### src/rtl/qcore_port_in_fifo.sv
// Time-stamping input FIFO answering one port address of the qick core.
// Head entry is pre-registered so the core sees it on the same cycle it strobes a read.
module qcore_port_in_fifo #(
    parameter int FIFO_AW   = 3,
    parameter int PADDR_W   = 4,
    parameter int PORT_ADDR = 0
) (
    input  logic               c_clk_i,
    input  logic               c_rst_ni,
    input  logic               clear_i,
    input  logic [31:0]        time_i,
    input  logic               in_vld_i,
    input  logic [31:0]        in_dt_i,
    output logic               in_rdy_o,
    input  logic               port_re_i,
    input  logic [PADDR_W-1:0] port_addr_i,
    output logic [63:0]        port_dt_o,
    output logic               flag_o,
    output logic [FIFO_AW:0]   level_o,
    output logic               ovf_o,
    output logic               udf_o
);

    localparam int DEPTH = 1 << FIFO_AW;
    localparam int PTR_W = FIFO_AW + 1;
    localparam logic [PADDR_W-1:0] MY_ADDR = PADDR_W'(PORT_ADDR);

    typedef struct packed {
        logic [31:0] stamp;
        logic [31:0] data;
    } entry_t;

    entry_t           mem [DEPTH];
    entry_t           in_entry;
    entry_t           head_nxt;
    logic [PTR_W-1:0] wr_ptr, rd_ptr;
    logic [PTR_W-1:0] wr_nxt, rd_nxt;
    logic             empty, full;
    logic             hit, pop, push, drop, miss;

    assign in_entry = '{stamp: time_i, data: in_dt_i};

    assign empty = (wr_ptr == rd_ptr);
    assign full  = (wr_ptr[FIFO_AW-1:0] == rd_ptr[FIFO_AW-1:0]) &&
                   (wr_ptr[FIFO_AW] != rd_ptr[FIFO_AW]);

    assign hit  = port_re_i && (port_addr_i == MY_ADDR);
    assign pop  = hit && !empty;
    assign miss = hit && empty;
    // A pop frees a slot in the same cycle, so a full FIFO still accepts the push.
    assign push = in_vld_i && (!full || pop);
    assign drop = in_vld_i && full && !pop;

    assign wr_nxt = push ? wr_ptr + PTR_W'(1) : wr_ptr;
    assign rd_nxt = pop  ? rd_ptr + PTR_W'(1) : rd_ptr;

    // Next head: bypass the incoming entry when it lands exactly where the head will be.
    always_comb begin
        head_nxt = '0;
        if (wr_nxt != rd_nxt) begin
            if (push && (rd_nxt == wr_ptr))
                head_nxt = in_entry;
            else
                head_nxt = mem[rd_nxt[FIFO_AW-1:0]];
        end
    end

    always_ff @(posedge c_clk_i) begin
        if (push && !clear_i)
            mem[wr_ptr[FIFO_AW-1:0]] <= in_entry;
    end

    always_ff @(posedge c_clk_i or negedge c_rst_ni) begin
        if (!c_rst_ni) begin
            wr_ptr    <= '0;
            rd_ptr    <= '0;
            ovf_o     <= 1'b0;
            udf_o     <= 1'b0;
            port_dt_o <= '0;
        end else if (clear_i) begin
            wr_ptr    <= '0;
            rd_ptr    <= '0;
            ovf_o     <= 1'b0;
            udf_o     <= 1'b0;
            port_dt_o <= '0;
        end else begin
            wr_ptr    <= wr_nxt;
            rd_ptr    <= rd_nxt;
            port_dt_o <= head_nxt;
            if (drop) ovf_o <= 1'b1;
            if (miss) udf_o <= 1'b1;
        end
    end

    assign flag_o   = !empty;
    assign in_rdy_o = !full;
    assign level_o  = wr_ptr - rd_ptr;

endmodule
### config.mk
export PLATFORM = sky130hd
export DESIGN_NAME = qcore_port_in_fifo
export DESIGN_NICKNAME = d
export VERILOG_FILES = /design/src/rtl/qcore_port_in_fifo.sv
export SDC_FILE = /design/constraint.sdc
export NUM_CORES = 1
export LEC_CHECK = 0
export BUFFER_PORTS_ARGS = -buffer_cell sky130_fd_sc_hd__buf_2
export CELL_PAD_IN_SITES_DETAIL_PLACEMENT = 1
export CELL_PAD_IN_SITES_GLOBAL_PLACEMENT = 1
export CORE_MARGIN = 3
export CORE_UTILIZATION = 50
export DETAILED_ROUTE_END_ITERATION = 6
export PLACE_DENSITY_LB_ADDON = 0.08
export SETUP_SLACK_MARGIN = 0.4
export SYNTH_ARGS = -nofsm -noshare
export SYNTH_HDL_FRONTEND = slang
export SYNTH_SLANG_ARGS = --single-unit
### constraint.sdc
create_clock -name c_clk_i -period 7.8 [get_ports c_clk_i]
set_clock_uncertainty 0.2 [all_clocks]
set_input_delay 0.78 -clock c_clk_i [delete_from_list [all_inputs] [get_ports c_clk_i]]
set_output_delay 0.78 -clock c_clk_i [all_outputs]
set_load 0.02 [all_outputs]
==> results.md <==
Outcome:
- The run finished with clean final reports.

Clocking:
- The number of buffers inserted by post-CTS setup repair is 0.
- The total clock buffers created by CTS is 59.
- No sink is reached through more buffers than the 3 on the longest clock path.
- The H-tree was split into 2 levels.
- The clock latency at the later pin of the worst-skew pair is 610 ps.
- Clock-pin slew was measured on the worst setup and hold paths at 60 ps.
- CTS placed an instance of sky130_fd_sc_hd__clkbuf_16 at the clock tree root.
- For this design, the sink count on the clock tree is 586.
- The TritonCTS clock tree is done.

Floorplan:
- Row generation in the floorplan step produced 77 rows.
- The overall die width is 220 um.
- The die covers 0.0485 sq mm.
- The total area inside the core boundary comes to 0.0448 sq mm.
- The I/O pin count is 145.
- For this configuration, the core starts out at a cell density of 0.512.
- The die is 220 um tall.

Power and ir drop:
- In this run the power density over the cells is 256 mW/mm^2.
- The worst-case IR drop observed on VDD is 0.212 mV.
- In this run the power spent charging and discharging nets is 1.52 mW.
- Overall power consumption after layout is estimated at 6.70 mW.
- The share of total power dissipated in combinational logic is 0.068.
- The clock network power share is 0.405.
- The internal power contribution is 5.18 mW.
- The proportion of power drawn by flip-flops and latches is 0.527.
- For this design the static power due to leakage is 9.14 nW.
- Of the total power, the share spent switching nets is 0.226.

Place:
- In this run, placement finished with an instance count of 2283.
- The number of port buffers is 144.
- The wire-length estimate of the detail-placed layout is 29300 um.
- The final RePlAce weighted congestion is 0.750.

Flow run:
- The tool flagged a number of max-cap violations equal to 0.

Finish:
- The area growth from synthesis to final layout is 13.9%.
- After the flow finishes, the layout carries non-filler instances totaling 2400.
- The share of post-route cells with drive strength above 1 is 0.185.
- The filler cells instantiated in the layout total 4372.
- Leaving out fill and tap cells, the most frequent cell in the layout is sky130_fd_sc_hd__edfxtp_1.
- The sequential cell area is 0.0172 sq mm.
- The final layout net count is 1832.
- In the layout the commonest cells are sky130_fd_sc_hd__edfxtp_1, sky130_fd_sc_hd__nand2_1, sky130_fd_sc_hd__buf_2.
- In the final layout, the multi-input gates occupy 0.00535 sq mm.

Critical path:
- Data on the critical path arrives at its endpoint at 4870 ps.
- The element type at the critical path end is a register.
- For this run, the slowest stage of the critical path takes 960 ps.
- The cell that appears most often on the critical path is sky130_fd_sc_hd__nand3_1.
- The type of the worst setup path is register to register.
- The required time reported for the critical path endpoint is 8050 ps.
- The worst-path maximum fanout is 35.
- Traced cell by cell, the critical path runs through inv_1 > ha_1 > nand3_1 > o211ai_4 > mux2i_2 > and2_2 > buf_4 > nand3_1 > a31oi_1 > nor3_2.
- The critical path startpoint category is a register.
- On the critical path, the stage with the largest delay is an instance of sky130_fd_sc_hd__and2_2.

Drt:
- The vias per cell is 5.83.
- The total length of routed wires is 58800 um.
- The DRC violation total after the first TritonRoute iteration is 1197.
- The average wire length per cell after detail routing is 24.5 um.
- For this run, design rule violations remaining after detail routing come to 0.
- The number of detailed-route iterations in the first pass is 6.
- The total number of vias is 14000.
- The remaining antenna violation count is 0.

Yosys:
- During synthesis, Yosys emitted a total of 0 warnings.
- The most used flip-flop cell after synthesis is sky130_fd_sc_hd__edfxtp_1.
- The count of distinct cell types in the synthesized netlist is 42.
- The total nets after synthesis is 1702.
- The mean instance size in the synthesized netlist is 14.1 sq um.
- Counting flops with an async set or reset pin after synthesis yields a share of 0.126.
- The cell area after technology mapping is 0.0230 sq mm.
- For this run, the register share of the synthesized area comes to 0.750.
- The total of flip-flops plus latches after synthesis is 586.
- Yosys mapped a number of flops with a built-in enable equal to 512.
- The post-synthesis cell count is 1623.

STA:
- The number of max-slew violations in the final report is 0.
- Static timing analysis puts the maximum clock frequency at 0.216 GHz.
- The total negative slack for setup checks is 0 ps.
- At the pin with the least slew margin, the transition time is 1090 ps.
- The worst max-slew margin expressed relative to the limit is 0.277.
- Setup repair after global routing left no endpoint under its margin.
- The number of setup violations in the final report is 0.
- Dividing the final minimum period by the clock period gives 0.592.
- The hold violation total from the final report came to 0.
- The clock period minus worst slack is 4620 ps.

Global routing:
- The pin count of the biggest net entering global routing is 185.
- The total routing usage reported by global routing is 0.247.
- The total congestion overflow after global routing is 0.
- The initial antenna violation count is 4.
- The number of global-route vias before repair came to 14800.
- The first global-routing pass estimated 89900 um of wire.

Min path:
- The tightest min-delay check is of the input port to register type.
path summary, 6_finish.rpt:
kind	from	to	slack, ps	cells past startpoint
min reg2reg	ovf_o	ovf_o	290	2
max in group asynchronous	c_rst_ni	port_dt_o[27]	5650	3
max reg2reg	wr_ptr[0]	port_dt_o[46]	3180	10
min in group asynchronous	c_rst_ni	udf_o	550	2
max	wr_ptr[0]	port_dt_o[46]	3180	10
min	time_i[27]	mem[1][59]	270	1
flip-flops by register name (all words and copies together) (netlist names):
| name | count |
|---|---|
| mem | 512 |
| port_dt_o | 64 |
| rd_ptr | 4 |
| wr_ptr | 4 |
| ovf_o | 1 |
| udf_o | 1 |
synth_stat cells (3+ instances only):
cell                       count  share of area
sky130_fd_sc_hd__nor2_1       89          0.015
sky130_fd_sc_hd__nor3_1        6         0.0013
sky130_fd_sc_hd__a32oi_1      64          0.024
sky130_fd_sc_hd__nand2_1     394          0.064
sky130_fd_sc_hd__xnor2_1      15         0.0057
sky130_fd_sc_hd__inv_1         8         0.0013
sky130_fd_sc_hd__edfxtp_1    512           0.67
sky130_fd_sc_hd__nand3_1     130          0.028
sky130_fd_sc_hd__a31oi_1      65          0.018
sky130_fd_sc_hd__mux2i_1      65          0.028
sky130_fd_sc_hd__nor2b_1       3        0.00082
sky130_fd_sc_hd__ha_1          5         0.0027
sky130_fd_sc_hd__nor3_2       62          0.027
sky130_fd_sc_hd__dfrtp_1      74          0.081
sky130_fd_sc_hd__buf_2        30         0.0065
sky130_fd_sc_hd__buf_6         7         0.0034
sky130_fd_sc_hd__clkbuf_1     54         0.0088
sky130_fd_sc_hd__nand2b_1      3        0.00082
sky130_fd_sc_hd__buf_1         8         0.0013
sky130_fd_sc_hd__xor2_1        4         0.0015
through the flow:
stage	instance area [sq um]	setup slack, ps	hold slack (ps)	utilization
2_1_floorplan	23000	891	284	-
3_3_place_gp	24300	3330	278	0.542
3_5_place_dp	24300	3220	290	0.542
4_1_cts	26100	3140	224	0.583
5_1_grt	26100	2900	250	0.583
6_report	26100	3180	271	0.584
what timing repair did:
item / 4_1_cts / 5_1_grt
setup endpoints to repair: 0 / 0
hold buffers: 1 / 0
gates resized for setup: 0 / 0
endpoints found under the hold margin: 8 / 0
layer usage:
layer | vias to the layer above | track usage | share of wire
met5 | - | 0 | 0.00022
met4 | 2 | 0.0631 | 0.019
met3 | 71 | 0.0336 | 0.050
met2 | 346 | 0.421 | 0.49
met1 | 7319 | 0.341 | 0.44
li1 | 6250 | - | -
layout make-up:
cell class / count / share of cell area
antenna: 4 / 0.000383
clock buffer: 87 / 0.0628
clock inverter: 25 / 0.00823
inverter: 8 / 0.00115
multi-input combinational: 930 / 0.205
sequential: 586 / 0.659
tap: 592 / 0.0283
timing repair buffer: 168 / 0.0356
power groups by stage:
| stage | registers [mW] | logic (mW) | clock network (mW) |
|---|---|---|---|
| 3_3_place_gp | 3.59 | 0.448 | 0 |
| 5_1_grt | 3.53 | 0.499 | 2.90 |
| 2_1_floorplan | 3.64 | 0.212 | 0 |
| 3_5_place_dp | 3.59 | 0.460 | 0 |
| 4_1_cts | 3.53 | 0.463 | 2.78 |
| 6_report | 3.53 | 0.457 | 2.71 |
critical path: cells and delay by family, from the launching register on:
kind | cells | cell delay (ps)
flip-flops | 1 | 480
multiplexers | 1 | 540
adder cells (fa/ha/maj) | 1 | 340
AO/OA/AOI/OAI | 2 | 700
buffers and inverters | 2 | 760
AND/OR/NAND/NOR | 4 | 1400
kinds of logic after synthesis:
family / after synthesis / synth area share
AND/OR/NAND/NOR: 695 / 0.140
flip-flops: 586 / 0.750
AO/OA/AOI/OAI: 142 / 0.0470
buffers and inverters: 107 / 0.0214
multiplexers: 66 / 0.0289
XOR/XNOR: 21 / 0.00867
adder cells (fa/ha/maj): 6 / 0.00360
No activity file was read; power rests on OpenSTA's default activity.
